**config.mk**
```make
export PLATFORM = sky130hd
export DESIGN_NAME = rx_frame_sync
export DESIGN_NICKNAME = d
export VERILOG_FILES = /design/src/rtl/rx_frame_pkg.sv /design/src/rtl/sync_correlator.sv /design/src/rtl/rx_frame_sync.sv
export SDC_FILE = /design/constraint.sdc
export NUM_CORES = 1
export LEC_CHECK = 0
export ABC_CLOCK_PERIOD_IN_PS = 16780
export BUFFER_PORTS_ARGS = -buffer_cell sky130_fd_sc_hd__clkbuf_2
export CAP_MARGIN = 30
export CORE_AREA = 2 2 98 76
export CTS_CLUSTER_SIZE = 16
export DETAILED_ROUTE_END_ITERATION = 7
export DIE_AREA = 0 0 100 78
export PLACE_DENSITY_LB_ADDON = 0.3
export SLEW_MARGIN = 40
export SYNTH_ARGS = -nofsm -noshare
export SYNTH_HDL_FRONTEND = slang
export SYNTH_SLANG_ARGS = --single-unit
```
**constraint.sdc**
```tcl
create_clock -name clk_32M768 -period 16.78 [get_ports clk_32M768]
set_input_delay 0.839 -clock clk_32M768 [delete_from_list [all_inputs] [get_ports clk_32M768]]
set_output_delay 0.839 -clock clk_32M768 [all_outputs]
set_load 0.05 [all_outputs]
```
**src/rtl/rx_frame_pkg.sv**
```systemverilog
// Shared types and helpers for the receive frame synchroniser.
package rx_frame_pkg;

  localparam logic [31:0] SYNC_WORD_DEF = 32'h1ACF_FC1D;
  localparam int          SYNC_LEN_DEF  = 32;

  typedef enum logic {
    HUNT    = 1'b0,
    PAYLOAD = 1'b1
  } state_e;

  function automatic logic [5:0] popcount(input logic [31:0] v);
    logic [5:0] c;
    c = '0;
    for (int i = 0; i < 32; i++) c = c + 6'(v[i]);
    return c;
  endfunction

endpackage

```
**src/rtl/sync_correlator.sv**
```systemverilog
// Sync-word shift register and Hamming-distance compare.
// RX_FRAME_INV_DET_EN adds the inverted-polarity compare.
module sync_correlator
  import rx_frame_pkg::*;
#(
  parameter logic [31:0] SYNC_WORD = SYNC_WORD_DEF,
  parameter int          SYNC_LEN  = SYNC_LEN_DEF,
  parameter int          MAX_ERR   = 2
) (
  input  logic clk_i,
  input  logic rst_ni,
  input  logic hunt_i,
  input  logic bit_i,
  input  logic vld_i,
  output logic match_o,
  output logic match_inv_o
);

  localparam logic [SYNC_LEN-1:0] SYNC = SYNC_WORD[SYNC_LEN-1:0];

  logic [SYNC_LEN-2:0] sr_q, sr_d;
  logic [SYNC_LEN-1:0] cand;
  logic                hit, hit_inv;

  assign cand = {sr_q, bit_i};
  assign hit  = popcount(32'(cand ^ SYNC)) <= 6'(MAX_ERR);

`ifdef RX_FRAME_INV_DET_EN
  assign hit_inv = popcount(32'(cand ^ ~SYNC)) <= 6'(MAX_ERR);
`else
  assign hit_inv = 1'b0;
`endif

  // True polarity wins when both compares hit.
  assign match_o     = hunt_i & vld_i & hit;
  assign match_inv_o = hunt_i & vld_i & hit_inv & ~hit;

  // Held at zero outside HUNT so every hunt starts from a clean window.
  always_comb begin
    sr_d = sr_q;
    if (!hunt_i || match_o || match_inv_o) sr_d = '0;
    else if (vld_i)                        sr_d = cand[SYNC_LEN-2:0];
  end

  always_ff @(posedge clk_i) begin
    if (!rst_ni) sr_q <= '0;
    else         sr_q <= sr_d;
  end

endmodule

```
**src/rtl/rx_frame_sync.sv**
```systemverilog
// Frame synchroniser and byte deserialiser with single-entry AXI-Stream output.
// RX_FRAME_INV_DET_EN enables inverted-sync detection and payload complementing.
module rx_frame_sync
  import rx_frame_pkg::*;
#(
  parameter logic [31:0] SYNC_WORD     = SYNC_WORD_DEF,
  parameter int          SYNC_LEN      = SYNC_LEN_DEF,
  parameter int          MAX_ERR       = 2,
  parameter int          PAYLOAD_BYTES = 16
) (
  input  logic        clk_32M768,
  input  logic        rst_n_32M768,
  input  logic        bit_in,
  input  logic        bit_vld,
  output logic [7:0]  m_tdata,
  output logic        m_tvalid,
  input  logic        m_tready,
  output logic        m_tuser,
  output logic        m_tlast,
  output logic        locked,
  output logic        inverted,
  output logic [15:0] frame_cnt,
  output logic        ovf
);

  state_e      state_q, state_d;
  logic [2:0]  bit_cnt_q, bit_cnt_d;
  logic [7:0]  byte_cnt_q, byte_cnt_d;
  logic [6:0]  shreg_q, shreg_d;
  logic [15:0] frame_cnt_q, frame_cnt_d;
  logic [7:0]  tdata_q, tdata_d;
  logic        tvalid_q, tvalid_d;
  logic        tuser_q, tuser_d;
  logic        tlast_q, tlast_d;
  logic        ovf_q, ovf_d;

  logic match, match_inv, lock, inv_w, pbit, byte_done, last_byte;

  sync_correlator #(
    .SYNC_WORD (SYNC_WORD),
    .SYNC_LEN  (SYNC_LEN),
    .MAX_ERR   (MAX_ERR)
  ) u_corr (
    .clk_i       (clk_32M768),
    .rst_ni      (rst_n_32M768),
    .hunt_i      (state_q == HUNT),
    .bit_i       (bit_in),
    .vld_i       (bit_vld),
    .match_o     (match),
    .match_inv_o (match_inv)
  );

  assign lock = match | match_inv;

`ifdef RX_FRAME_INV_DET_EN
  logic inv_q;
  always_ff @(posedge clk_32M768) begin
    if (!rst_n_32M768) inv_q <= 1'b0;
    else if (lock)     inv_q <= match_inv;
  end
  assign inv_w = inv_q;
`else
  assign inv_w = 1'b0;
`endif

  assign pbit      = bit_in ^ inv_w;
  assign last_byte = byte_cnt_q == 8'(PAYLOAD_BYTES - 1);
  assign byte_done = (state_q == PAYLOAD) && bit_vld && (bit_cnt_q == 3'd7);

  always_comb begin
    state_d     = state_q;
    bit_cnt_d   = bit_cnt_q;
    byte_cnt_d  = byte_cnt_q;
    shreg_d     = shreg_q;
    frame_cnt_d = frame_cnt_q;
    tdata_d     = tdata_q;
    tvalid_d    = tvalid_q;
    tuser_d     = tuser_q;
    tlast_d     = tlast_q;
    ovf_d       = ovf_q;

    case (state_q)
      HUNT: begin
        if (lock) begin
          state_d     = PAYLOAD;
          frame_cnt_d = frame_cnt_q + 16'd1;
          bit_cnt_d   = '0;
          byte_cnt_d  = '0;
          shreg_d     = '0;
        end
      end
      PAYLOAD: begin
        if (bit_vld) begin
          shreg_d   = {shreg_q[5:0], pbit};
          bit_cnt_d = bit_cnt_q + 3'd1;
          if (bit_cnt_q == 3'd7) begin
            byte_cnt_d = byte_cnt_q + 8'd1;
            if (last_byte) state_d = HUNT;
          end
        end
      end
      default: state_d = HUNT;
    endcase

    if (tvalid_q && m_tready) tvalid_d = 1'b0;
    // A completing byte overwrites only if the held one is leaving this cycle.
    if (byte_done) begin
      if (tvalid_q && !m_tready) begin
        ovf_d = 1'b1;
      end else begin
        tdata_d  = {shreg_q, pbit};
        tvalid_d = 1'b1;
        tuser_d  = byte_cnt_q == 8'd0;
        tlast_d  = last_byte;
      end
    end
  end

  always_ff @(posedge clk_32M768) begin
    if (!rst_n_32M768) begin
      state_q     <= HUNT;
      bit_cnt_q   <= '0;
      byte_cnt_q  <= '0;
      shreg_q     <= '0;
      frame_cnt_q <= '0;
      tdata_q     <= '0;
      tvalid_q    <= 1'b0;
      tuser_q     <= 1'b0;
      tlast_q     <= 1'b0;
      ovf_q       <= 1'b0;
    end else begin
      state_q     <= state_d;
      bit_cnt_q   <= bit_cnt_d;
      byte_cnt_q  <= byte_cnt_d;
      shreg_q     <= shreg_d;
      frame_cnt_q <= frame_cnt_d;
      tdata_q     <= tdata_d;
      tvalid_q    <= tvalid_d;
      tuser_q     <= tuser_d;
      tlast_q     <= tlast_d;
      ovf_q       <= ovf_d;
    end
  end

  assign m_tdata   = tdata_q;
  assign m_tvalid  = tvalid_q;
  assign m_tuser   = tuser_q;
  assign m_tlast   = tlast_q;
  assign locked    = state_q == PAYLOAD;
  assign inverted  = inv_w;
  assign frame_cnt = frame_cnt_q;
  assign ovf       = ovf_q;

endmodule

```
# After elaboration in Yosys (flattened, before gate mapping)
# Index checks and enable logic that the tools add are counted.
[totals] latchBits=0 memories=0 wordCells=88 mem_bits_ro=0 register_bits=78 ram_bits=0
[classes] n_addsub=34 magnitude_cmp=1 n_shift=0 n_mul=0 bitwise_logic=6 n_mux=18 n_eq_ne=5 n_div=0 reduce_logical=13
[ops] cell="$add 6x1->6" count=30
[ops] cell="$mux 8" count=3
[ops] cell="$not 19->19" count=1
[ops] cell="$add 16x1->16 const B" count=1
[ops] cell="$pmux 8 s2" count=1
[ops] cell="$mux 7" count=2
[ops] cell="$pmux 7 s2" count=1
[ops] cell="$add 8x1->8 const B" count=1
[ops] cell="$eq 8x4->1 const B" count=1
[ops] cell="$logic_not 8->1" count=1
[ops] cell="$reduce_and 2->1" count=4
[ops] cell="$mux 1" count=7
[ops] cell="$le 6x2->1 const B" count=1
[ops] cell="$mux 3" count=2
[ops] cell="$pmux 3 s2" count=1
[ops] cell="$logic_and 1x1->1" count=4
[ops] cell="$ne 2x2->1 const B" count=2
[ops] cell="$add 3x1->3 const B" count=1
[ops] cell="$eq 3x3->1 const B" count=1
[ops] cell="$not 1->1" count=3
[ops] cell="$reduce_and 3->1" count=1
[ops] cell="$add 1x1->2" count=1
[ops] cell="$and 1x1->1" count=2
[ops] cell="$ne 2x1->1 const B" count=1
[ops] cell="other kinds (4)" count=4

# Logic depth before layout (Yosys ltp)
# Gate-level depths: netlist of the first run.
[logic_depth] depth_word=36 ltp_mapped=20 mapped_depth_nobuf=18

# Hierarchy
# A second synthesis of the first run with hierarchy kept.
[hier_totals] hier_cells=448 hier_area_um2=4135.2
[modules_own_cells] module="sync_correlator" instances=1 area_each_um2=2174.6 cells_each=219
[modules_own_cells] module="rx_frame_sync" instances=1 area_each_um2=1960.6 cells_each=229

# Least setup slack after synthesis of the first run
# No wires, ideal clock.
[synth_path] path_kind="in2reg" startpoint="in bit_in" endpoint="reg frame_cnt_q[3] (netlist: frame_cnt[3])" setup_time_ns=0.070 path_buffers=1 cell_stages=17 slack_ns=10.640 arrival_time_ns=6.069 path_cell_list="inv_1 -> ha_1 -> fa_1 -> fa_1 -> fa_1 -> inv_1 -> fa_1 -> fa_1 -> inv_1 -> fa_1 -> fa_1 -> fa_1 -> a211oi_2 -> nand3_2 -> buf_2 -> or4_1 -> a21oi_1"
[synth_between] elab_chain_cells=35
[synth_lines] element="from (decl)" line="rx_frame_sync.sv:13" rtl="input logic bit_in,"
[synth_lines] element="$not 19->19 (no line)"
[synth_lines] element="$add 1x1->2" line="rx_frame_pkg.sv:15" rtl="for (int i = 0; i < 32; i++) c = c + 6'(v[i]);"
[synth_lines] element="$add 6x1->6 (30 in a row)" line="rx_frame_pkg.sv:15"
[synth_lines] element="$le 6x2->1" line="sync_correlator.sv:26" rtl="assign hit = popcount(32'(cand ^ SYNC)) <= 6'(MAX_ERR);"
[synth_lines] element="$and 1x1->1" line="sync_correlator.sv:35" rtl="assign match_o = hunt_i & vld_i & hit;"
[synth_lines] element="$reduce_and 2->1 (no line)"
[synth_lines] element="to (signal assigned)" line="rx_frame_sync.sv:136" rtl="frame_cnt_q <= frame_cnt_d;"
[synth_lines] element="to (decl)" line="rx_frame_sync.sv:30" rtl="logic [15:0] frame_cnt_q, frame_cnt_d;"
# Every way passes these cells.
# A chain may end at the register's enable or synchronous reset.

# Worst setup path after layout of the first run
[layout_path] startpoint="in bit_in" endpoint="reg u_corr.sr_q[29]"
[layout_between] elab_chain_cells=36
[layout_lines] element="$not 19->19 (no line)"
[layout_lines] element="$add 1x1->2" line="rx_frame_pkg.sv:15"
[layout_lines] element="$add 6x1->6 (30 in a row)" line="rx_frame_pkg.sv:15"
[layout_lines] element="$le 6x2->1" line="sync_correlator.sv:26"
[layout_lines] element="$and 1x1->1" line="sync_correlator.sv:35"
[layout_lines] element="$logic_or 1x1->1" line="sync_correlator.sv:41" rtl="if (!hunt_i || match_o || match_inv_o) sr_d = '0;"
[layout_lines] element="$reduce_or 2->1 (no line)"
[layout_lines] element="to (signal assigned)" line="sync_correlator.sv:47" rtl="else sr_q <= sr_d;"
[layout_lines] element="to (decl)" line="sync_correlator.sv:21" rtl="logic [SYNC_LEN-2:0] sr_q, sr_d;"
# Every way passes these cells.

==> out/results.tsv, run 1 <==
stage	metric	value	unit
status	status	finished, final reports clean	
placement	Final HPWL DP	5500	µm
floorplan	Rows	26	
drt	WL/cell	13.8	µm
synthesis	XOR/XNOR share of the synthesized area	0.0131	
clocking	CTS Buffer Depth	2	
timing	Setup Skew	0.0107	ns
setup_path	Critical R2R Launch	u_corr.sr_q[0]$_SDFFE_PP0P_	
grt	GRT Total Usage	0.209	
timing	relative slew slack	0.553	
clocking	post-CTS sizing	0	
synthesis	Synth async-reset ratio	0	
clocking	Max H-tree Level	3	
synthesis	Ys Warns	0	
drt	routed vias	2985	
drt	Via density	5.43	
synthesis	Syn Std Cell Area	4010	µm²
setup_path	Worst Reg-to-Reg Cells	16	
drt	DRC	0	
worst_hold_path	min-delay src	m_tdata[3]$_SDFFE_PN0P_	
finish	nets	503	
finish	commonest cells after routing, fill and taps aside	dfxtp_1, nand2_1, inv_1, nor2_1, mux2i_1	
synthesis	register area share after synthesis	0.390	
worst_hold_path	Worst Hold Path EP	m_tdata[3]$_SDFFE_PN0P_	
power	Tot Pwr	0.000575	W
synthesis	largest family of logic cells by synthesized area	simple AND/OR/NAND/NOR gates	
synthesis	Adder-Cell Fraction of Synth Area	0.160	
grt	initial antenna violation count	0	
finish	most common cell after layout, fill and taps aside	dfxtp_1	
placement	dpl cells	534	
timing	worst-margin pin slew	0.664	ns
setup_path	crit end category	flop	
synthesis	ys flop type	dfxtp_1	
finish	P&R area growth vs syn	9.83	%
setup_path	WP data arrival	6.84	ns
drt	Post-Route WL	7590	µm
finish	number of inserted diodes	0	
power	Power Density	131	nW/µm²
floorplan	die height	78	µm
finish	Post-Layout Cell Count	550	
synthesis	Compound-Gate Fraction of Synth Area	0.0855	
clocking	Hold-fix buffers, CTS	0	
clocking	root buffer cell	clkbuf_8	
drt	drt first pass iters	4	
timing	Setup Viol. Count Final	0	
grt	first-pass GRT wire length	13000	µm
finish	Util after Layout	0.651	
floorplan	Die X	100	µm
clocking	CTS tree	done	
worst_hold_path	HP Class	reg2reg	
setup_path	Worst Path Required	17.00	ns
timing	f_max	151	MHz
setup_path	crit path kind	in2reg	
timing	final hold vios	0	
synthesis	synthesized instance count	438	
grt	pin count of the biggest net entering global routing	38	
floorplan	Core Footprint	6770	µm²
setup_path	crit-path max FO	31	
synthesis	mux contribution to synthesized area	0.0999	
drt	violation count after the first detailed-route iteration	116	
clocking	worst-skew pair later-pin latency	0.35	ns
placement	port bufs	33	
synthesis	Yosys reg bits	78	
setup_path	CP startpoint kind	input port	
placement	Placer Congestion	0.809	
grt	vias in the first global route	2824	
finish	layout cells sized above 1	0.120	
clocking	cts bufs inserted	9	
clocking	Setup Buffers After CTS	0	
finish	number of fill cells in the layout	578	
timing	Slew Limit Fails	0	
drt	Detail Route Antenna Nets	0	
clocking	clock sink count	78	
setup_path	RR Endpoint	u_corr.sr_q[29]$_SDFFE_PP0P_	
power	leakage	1.80	nW
timing	Final period util	0.394	
floorplan	die area	7800	µm²
floorplan	I/O pins	35	
grt	global route overflow	0	
worst_hold_path	Hold Path Depth	2	
synthesis	Mean Syn Cell Area	9.15	µm²
synthesis	simple-gate share of the synthesized area	0.183	
timing	Fin Setup TNS	0	ns
synthesis	Net Count, Synth	480	
floorplan	Initial Util	0.592	
clocking	CTS clk-pin slew, worst paths	0.09	ns
synthesis	Post-synth EDFFs	0	
timing	min Tclk post-route	6.61	ns
job	MaxCap Viol Count	0	
synthesis	Yosys cell types	36	
timing	RSZ-0062 raised after global routing	false	
power	VDD IR max	0.160	mV
setup_path	r2r setup slk	10.52	ns
==> area by class of cell <==
class	instances	area (µm²)	area share
Tap cell	84	105	0.0239
Timing Repair Buffer	35	180	0.0409
Sequential cell	78	1560	0.355
Clock buffer	9	124	0.0281
Clock inverter	7	80.1	0.0182
Multi-Input combinational cell	291	2180	0.495
Inverter	46	173	0.0392
==> worst max path at each step <==
| stage | start | endpoint | slack, ns | depth (start not counted) |
|---|---|---|---|---|
| floorplan | bit_in | frame_cnt[3]$_SDFFE_PN0P_ | 10.64 | 17 |
| CTS | bit_in | u_corr.sr_q[29]$_SDFFE_PP0P_ | 10.15 | 18 |
| detailed placement | bit_in | u_corr.sr_q[22]$_SDFFE_PP0P_ | 9.80 | 18 |
| global placement | bit_in | u_corr.sr_q[1]$_SDFFE_PP0P_ | 9.95 | 18 |
| finish | bit_in | u_corr.sr_q[29]$_SDFFE_PP0P_ | 10.17 | 18 |
| global route | bit_in | u_corr.sr_q[28]$_SDFFE_PP0P_ | 9.83 | 18 |
==> kinds of logic (layout without fill, tap and decap cells) <==
| group | count (synthesis) | after routing |
|---|---|---|
| adder cells (fa/ha/maj) | 37 | 37 |
| AO/OA/AOI/OAI | 56 | 56 |
| flip-flops | 78 | 78 |
| multiplexers | 40 | 40 |
| XOR/XNOR | 6 | 6 |
| other | 1 | 1 |
| buffers and inverters | 69 | 97 |
| AND/OR/NAND/NOR | 151 | 151 |
==> report_power, final <==
part,switching [W],internal (W),total (W),leakage (nW)
clock,0.0000731,0.0000705,0.000144,0.0968
combinational,0.000172,0.0000661,0.000238,1.07
sequential,0.00000493,0.000189,0.000194,0.628
==> metrics by stage <==
| step | hold WS [ns] | worst slack (ns) | cell area [µm²] |
|---|---|---|---|
| after global routing | 0.475 | 9.83 | 4400 |
| after global placement | 0.441 | 9.95 | 4200 |
| after detailed placement | 0.448 | 9.80 | 4200 |
| after CTS | 0.460 | 10.15 | 4400 |
| final | 0.459 | 10.17 | 4400 |
| after floorplan | 0.432 | 10.64 | 4010 |
==> flip-flops by register name, summed over array words and instances, names as in the netlist <==
signal	flops
m_tuser	1
m_tvalid	1
bit_cnt_q	3
m_tlast	1
m_tdata	8
frame_cnt	16
u_corr.sr_q	31
shreg_q	7
byte_cnt_q	8
locked	1
ovf	1
==> layer usage <==
layer | routed length, µm | up-vias | global-route usage | share of wire
li1 | - | 1517 | - | -
met1 | 3860 | 1404 | 0.293 | 0.51
met2 | 3370 | 55 | 0.322 | 0.44
met3 | 278 | 9 | 0.0495 | 0.037
met4 | 74 | 0 | 0.0603 | 0.0098
met5 | 0 | - | 0 | 0
==> synth_stat cells, drive strengths merged (2+ instances only) <==
library cell / number / area (µm²)
o21ai: 4 / 20.0
o21a: 2 / 15.0
nand4: 7 / 43.8
mux2i: 40 / 400
a21oi: 30 / 150
dfxtp: 78 / 1560
xnor2: 2 / 17.5
nand2b: 12 / 75.1
nand2: 50 / 188
xor2: 4 / 35.0
and3: 6 / 37.5
and2: 4 / 25.0
o211ai: 13 / 97.6
nor2: 42 / 158
nor4: 10 / 62.6
buf: 6 / 32.5
ha: 13 / 163
or4: 4 / 30.0
o31ai: 4 / 30.0
nand3: 10 / 55.1
clkbuf: 17 / 63.8
inv: 46 / 173
fa: 24 / 480
nor3: 2 / 10.0
==> worst max-delay path, stage by stage <==
cell and delay, ns:
clkbuf_2 0.12, inv_1 0.06, ha_1 0.30, fa_1 0.54, fa_1 0.45, fa_1 0.51, inv_1 0.05, fa_1 0.48
fa_1 0.52, inv_1 0.06, fa_1 0.45, fa_1 0.41, fa_1 0.46, a211oi_2 0.28, nand3_2 0.50, o211ai_1 0.36
buf_4 0.35, nor2_1 0.10
No activity file was read; power rests on OpenSTA's default activity.
==> run 2, diff against run 1 <==
--- a/config.mk
+++ b/config.mk
@@ -5,13 +5,13 @@
 export SDC_FILE = /design/constraint.sdc
 export NUM_CORES = 1
 export LEC_CHECK = 0
-export ABC_CLOCK_PERIOD_IN_PS = 16780
+export ABC_CLOCK_PERIOD_IN_PS = 5890
 export BUFFER_PORTS_ARGS = -buffer_cell sky130_fd_sc_hd__clkbuf_2
 export CAP_MARGIN = 30
-export CORE_AREA = 2 2 98 76
+export CORE_AREA = 2 2 103 80
 export CTS_CLUSTER_SIZE = 16
 export DETAILED_ROUTE_END_ITERATION = 7
-export DIE_AREA = 0 0 100 78
+export DIE_AREA = 0 0 105 82
 export PLACE_DENSITY_LB_ADDON = 0.3
 export SLEW_MARGIN = 40
 export SYNTH_ARGS = -nofsm -noshare
==> constraint.sdc (replaced) <==
create_clock -name clk_32M768 -period 5.89 [get_ports clk_32M768]
set_input_delay 0.2945 -clock clk_32M768 [delete_from_list [all_inputs] [get_ports clk_32M768]]
set_output_delay 0.2945 -clock clk_32M768 [all_outputs]
set_load 0.05 [all_outputs]
==> out/results.tsv, run 2 (synthesis gave the netlist of run 1 again) <==
stage	metric	value	unit	change
setup_path	Worst Reg-to-Reg Cells	16		unchanged
timing	relative slew slack	0.556		+0.00316
finish	Post-Layout Cell Count	583		+6.0%
drt	drt first pass iters	4		unchanged
setup_path	CP startpoint kind	flop		
power	Gate power share	0.482		+0.069
setup_path	WP data arrival	6.05	ns	-0.79 ns
drt	DRC	0		unchanged
placement	Final HPWL DP	5610	µm	+1.8%
timing	worst-margin pin slew	0.660	ns	-0.00470 ns
job	MaxCap Viol Count	0		unchanged
placement	dpl cells	563		+5.4%
setup_path	r2r setup slk	0.14	ns	-10.38 ns
drt	Post-Route WL	7920	µm	+4.4%
power	VDD IR max	0.352	mV	+120%
drt	routed vias	3027		+1.4%
finish	P&R area growth vs syn	15.4	%	
clocking	Max H-tree Level	3		unchanged
clocking	worst-skew pair later-pin latency	0.37	ns	+0.02 ns
drt	WL/cell	13.6	µm	-1.6%
grt	pin count of the biggest net entering global routing	38		unchanged
timing	Final period util	0.976		
timing	Setup Viol. Count Final	0		unchanged
floorplan	Rows	28		+7.7%
clocking	root buffer cell	clkbuf_8		
grt	first-pass GRT wire length	13400	µm	+3.1%
clocking	Hold-fix buffers, CTS	0		unchanged
finish	nets	515		+2.4%
finish	layout cells sized above 1	0.169		+0.0493
setup_path	Critical R2R Launch	u_corr.sr_q[0]$_SDFFE_PP0P_		
clocking	CTS clk-pin slew, worst paths	0.09	ns	about the same
drt	Via density	5.19		-4.3%
clocking	cts bufs inserted	9		unchanged
drt	violation count after the first detailed-route iteration	102		-12%
floorplan	Initial Util	0.525		-0.0675
setup_path	Crit path largest cell delay	0.54	ns	about the same
power	switch share	0.435		+0.00119
timing	Setup WS post-layout	0.140	ns	-10.03 ns
grt	initial antenna violation count	0		unchanged
setup_path	slowest CP cell	fa_1		
floorplan	I/O pins	35		unchanged
timing	final hold vios	0		unchanged
timing	Slew Limit Fails	0		unchanged
status	status	finished, final reports clean		
setup_path	crit-path most repeated cell	fa_1		
power	Tot Pwr	0.00183	W	+220%
timing	Fin Setup TNS	0	ns	unchanged
setup_path	buffers and inverters on the worst path	3		-2
power	sequential share of power	0.304		-0.033
timing	Setup Skew	0.00875	ns	-0.00194 ns
clocking	CTS Buffer Depth	2		unchanged
finish	Largest register FFs	31		unchanged
placement	dpl ws	-0.105	ns	-9.91 ns
setup_path	RR Endpoint	frame_cnt[6]$_SDFFE_PN0P_		
power	leakage	1.88	nW	+4.3%
grt	GRT Total Usage	0.198		-0.0109
timing	min Tclk post-route	5.75	ns	
timing	RSZ-0062 raised after global routing	true		
floorplan	Die X	105	µm	+5.0%
setup_path	Worst Path Required	6.19	ns	-10.81 ns
finish	number of inserted diodes	0		unchanged
power	P_int	0.00103	W	+220%
floorplan	Core Footprint	7640	µm²	+13%
grt	vias in the first global route	2826		+0.071%
drt	Detail Route Antenna Nets	0		unchanged
power	NetSw	0.000795	W	+220%
power	Clk pwr share	0.214		-0.036
clocking	CTS tree	done		
floorplan	die area	8610	µm²	+10%
worst_hold_path	HP Class	in2reg		
setup_path	crit path kind	reg2reg		
setup_path	crit end category	flop		
worst_hold_path	min-delay src	m_tready		
setup_path	largest delay contributor family on the critical path	adder cells		
finish	largest register by flop count	u_corr.sr_q		
placement	port bufs	33		unchanged
floorplan	die height	82	µm	+5.1%
setup_path	crit-path max FO	6		-81%
worst_hold_path	Worst Hold Path EP	m_tvalid$_SDFF_PN0_		
finish	commonest cells after routing, fill and taps aside	dfxtp_1, nand2_1, inv_1, nor2_1, mux2i_1		
grt	global route overflow	0		unchanged
worst_hold_path	Hold Path Depth	3		+1
placement	Placer Congestion	0.802		-0.90%
timing	f_max	174	MHz	
finish	most common cell after layout, fill and taps aside	dfxtp_1		
clocking	clock sink count	78		unchanged
power	Power Density	395	nW/µm²	+200%
setup_path	crit path cell chain	ha_4, fa_1, fa_1, fa_1, inv_2, fa_1, fa_1, inv_1, fa_1, fa_2, fa_1, a211oi_2, nand3_2, buf_4, or4_1, a21oi_2		
==> run 2: routing by layer <==
metal | up-vias | global-route usage | share of wire
met3 | 9 | 0.0452 | 0.040
met2 | 58 | 0.305 | 0.45
met1 | 1432 | 0.271 | 0.50
met4 | 0 | 0.0813 | 0.011
li1 | 1528 | - | -
met5 | - | 0 | 0
==> run 2: worst reg2reg max path: cells and delay by family (launching register included) <==
family / cells / cell delay (ns)
AOI/OAI and AO/OA: 2 / 0.43
adders and majority gates: 9 / 3.93
buffers and inverters: 3 / 0.27
DFF: 1 / 0.37
and+or+nand+nor: 2 / 0.67
==> run 2: how the worst max path moves through the flow <==
stage          slack [ns]                    endpoint                        start  cells after the start
6_report             0.14   frame_cnt[6]$_SDFFE_PN0P_  u_corr.sr_q[0]$_SDFFE_PP0P_                     16
4_1_cts             0.004   frame_cnt[5]$_SDFFE_PN0P_  u_corr.sr_q[0]$_SDFFE_PP0P_                     16
2_1_floorplan        0.29   frame_cnt[3]$_SDFFE_PN0P_                       bit_in                     17
3_5_place_dp        -0.11   frame_cnt[5]$_SDFFE_PN0P_                       bit_in                     18
3_3_place_gp         0.02  frame_cnt[15]$_SDFFE_PN0P_                       bit_in                     18
5_1_grt             -0.07   frame_cnt[6]$_SDFFE_PN0P_  u_corr.sr_q[0]$_SDFFE_PP0P_                     16
==> run 2: power by group through the flow <==
stage	logic, W	clock network, W	registers (W)
6_report	0.000882	0.000390	0.000555
5_1_grt	0.000978	0.000424	0.000557
4_1_cts	0.000785	0.000401	0.000554
3_5_place_dp	0.000772	0	0.000566
3_3_place_gp	0.000753	0	0.000566
2_1_floorplan	0.000533	0	0.000585
==> run 2: area by class of cell <==
type                            count  area, µm²
Clock buffer                       10        138
Clock inverter                      6       52.6
Fill cell                         699       3010
Inverter                           46        173
Multi-Input combinational cell    291       2260
Sequential cell                    78       1560
Tap cell                          105        131
Timing Repair Buffer               47        307
==> run 2: timing repair <==
| action | in CTS | in global routing |
|---|---|---|
| endpoints found under the setup margin | 1 | 64 |
| setup buffers | 0 | 4 |
| pin swaps | 0 | 6 |
| resized for setup | 1 | 18 |
==> run 2: stage by stage <==
stage	hold slack [ns]	cell area, µm²	util
final	0.271	4620	0.606
after global routing	0.284	4620	0.606
after CTS	0.256	4490	0.588
after detailed placement	0.447	4300	0.562
after global placement	0.442	4300	0.562
after floorplan	0.431	4010	-
==> run 3, diff against run 2 <==
--- a/config.mk
+++ b/config.mk
@@ -5,7 +5,7 @@
 export SDC_FILE = /design/constraint.sdc
 export NUM_CORES = 1
 export LEC_CHECK = 0
-export ABC_CLOCK_PERIOD_IN_PS = 5890
+export ABC_CLOCK_PERIOD_IN_PS = 4630
 export BUFFER_PORTS_ARGS = -buffer_cell sky130_fd_sc_hd__clkbuf_2
 export CAP_MARGIN = 30
 export CORE_AREA = 2 2 103 80
==> constraint.sdc (replaced) <==
create_clock -name clk_32M768 -period 4.63 [get_ports clk_32M768]
set_input_delay 0.926 -clock clk_32M768 [delete_from_list [all_inputs] [get_ports clk_32M768]]
set_output_delay 0.926 -clock clk_32M768 [all_outputs]
set_load 0.05 [all_outputs]
==> out/results.tsv, run 3 (synthesis gave the netlist of run 1 again) <==
stage	metric	value	unit	change
status	status	finished with violations		
status	failing checks	negative setup slack		
floorplan	Core Footprint	7640	µm²	unchanged
floorplan	I/O pins	35		unchanged
drt	Routed met1 length	4040	µm	+1.6%
finish	nets	538		+4.5%
finish	commonest cells after routing, fill and taps aside	dfxtp_1, nand2_1, inv_1, nor2_1, mux2i_1		
timing	Slew Limit Fails	0		unchanged
power	Gate power share	0.539		+0.057
setup_path	worst setup path startpoint	bit_in		
clocking	clock sink count	78		unchanged
finish	layout cells sized above 1	0.214		+0.0441
placement	Placer Congestion	0.865		+7.9%
power	leakage	2.02	nW	+7.8%
drt	routed vias	3148		+4.0%
setup_path	crit path kind	in2reg		
setup_path	WP data arrival	6.28	ns	+0.23 ns
clocking	CTS Buffer Depth	2		unchanged
setup_path	crit-path most repeated cell	fa_1		
drt	WL/cell	13.7	µm	+0.65%
setup_path	crit end category	flop		
setup_path	crit path cell chain	clkbuf_16, inv_8, ha_4, fa_1, fa_1, fa_1, inv_2, fa_1, fa_1, inv_1, fa_1, fa_2, fa_1, a211oi_4, nand3_4, buf_6, or4_1, a21oi_1		
finish	largest register by flop count	u_corr.sr_q		
setup_path	Critical R2R Launch	u_corr.sr_q[0]$_SDFFE_PP0P_		
timing	worst-margin pin slew	0.727	ns	+0.0672 ns
timing	final hold vios	0		unchanged
timing	Setup WS post-layout	-1.37	ns	-1.51 ns
worst_hold_path	min-delay src	m_tuser$_SDFFE_PN0P_		
finish	most common cell after layout, fill and taps aside	dfxtp_1		
setup_path	Worst Path Required	4.91	ns	-1.28 ns
setup_path	crit-path max FO	7		+1
timing	relative slew slack	0.514		-0.0421
power	sequential share of power	0.265		-0.039
power	P_int	0.00148	W	+43%
setup_path	slowest CP cell	fa_1		
finish	Largest register FFs	31		unchanged
drt	Max Used Layer	met4		
clocking	CTS clk-pin slew, worst paths	0.09	ns	about the same
timing	f_max	167	MHz	
floorplan	Rows	28		unchanged
job	MaxCap Viol Count	0		unchanged
floorplan	die height	82	µm	unchanged
floorplan	Die X	105	µm	unchanged
clocking	root buffer cell	clkbuf_8		
grt	GRT Total Usage	0.208		+0.0104
floorplan	Initial Util	0.525		unchanged
power	NetSw	0.00118	W	+49%
placement	Final HPWL DP	5810	µm	+3.7%
power	Clk pwr share	0.196		-0.018
timing	final hold slack	0.454	ns	+0.183 ns
drt	met3 wire len	333	µm	+4.1%
finish	number of inserted diodes	0		unchanged
grt	pin count of the biggest net entering global routing	34		-11%
clocking	CTS tree	done		
drt	WL met2	3800	µm	+7.8%
floorplan	die area	8610	µm²	unchanged
timing	Setup Viol. Count Final	66		+66
setup_path	Crit path largest cell delay	0.51	ns	-0.03 ns
placement	port bufs	33		unchanged
grt	global route overflow	0		unchanged
drt	Via density	5.19		about the same
power	VDD IR max	0.515	mV	+46%
grt	initial antenna violation count	0		unchanged
setup_path	CP startpoint kind	input port		
drt	Post-Route WL	8280	µm	+4.6%
clocking	worst-skew pair later-pin latency	0.35	ns	-0.02 ns
drt	drt first pass iters	4		unchanged
grt	first-pass GRT wire length	14300	µm	+6.4%
placement	dpl ws	-1.96	ns	-1.86 ns
power	Tot Pwr	0.00266	W	+46%
clocking	cts bufs inserted	9		unchanged
clocking	Max H-tree Level	3		unchanged
finish	P&R area growth vs syn	23.2	%	
timing	Setup Skew	0.0117	ns	+0.00290 ns
worst_hold_path	HP Class	reg2reg		
drt	Detail Route Antenna Nets	0		unchanged
timing	RSZ-0062 raised after global routing	true		
drt	DRC	0		unchanged
power	Power Density	540	nW/µm²	+37%
timing	min Tclk post-route	6.00	ns	
timing	Final period util	1.30		
power	switch share	0.445		+0.00980
grt	vias in the first global route	3068		+8.6%
drt	violation count after the first detailed-route iteration	120		+18%
-- run 3: worst paths after layout --
path	to	slack, ns	cells after the start
worst min register to register	m_tuser$_SDFFE_PN0P_	0.45	2
worst max-delay path	frame_cnt[6]$_SDFFE_PN0P_	-1.37	18
worst max register to register	frame_cnt[6]$_SDFFE_PN0P_	-1.04	16
worst min-delay path	m_tuser$_SDFFE_PN0P_	0.45	2
-- run 3: metal layers --
layer | up-vias | global-route usage
li1 | 1570 | -
met1 | 1493 | 0.284
met2 | 72 | 0.335
met3 | 13 | 0.0468
met4 | 0 | 0.0613
met5 | - | 0
-- run 3: what timing repair did --
item / 4_1_cts / 5_1_grt
resized for setup: 29 / 2
buffers inserted: 3 / 1
hold buffers: 0 / 0
setup endpoints to repair: 66 / 66
pin swaps: 16 / 0
-- run 3: critical path, delay by kind of cell --
kind | cells | cell delay (ns)
buffers and inverters | 5 | 0.43
and+or+nand+nor | 2 | 0.58
AOI/OAI and AO/OA | 2 | 0.44
adders and majority gates | 9 | 3.91
-- run 3: area by class of cell --
cell class / instances / area [µm²]
tap: 105 / 131
clock buffer: 9 / 124
timing repair buffer: 70 / 502
clock inverter: 7 / 78.8
sequential: 78 / 1560
multi-input combinational: 291 / 2360
inverter: 46 / 180
fill: 655 / 2700
-- run 3: power groups by stage --
stage               registers [W]  logic (W)  clock network, W
floorplan                0.000745   0.000757                 0
global placement         0.000720    0.00112                 0
detailed placement       0.000720    0.00114                 0
CTS                      0.000706    0.00140          0.000534
global route             0.000708    0.00156          0.000563
finish                   0.000706    0.00144          0.000522
-- run 3: stage by stage --
step	cell area, µm²	instances	utilization	TNS, ns
after floorplan	4090	438	-	-87.93
after global placement	4520	586	0.592	-111.93
after detailed placement	4520	586	0.592	-120.07
after CTS	4920	605	0.644	-84.78
after global routing	4940	606	0.646	-92.50
final	4940	606	0.646	-81.75
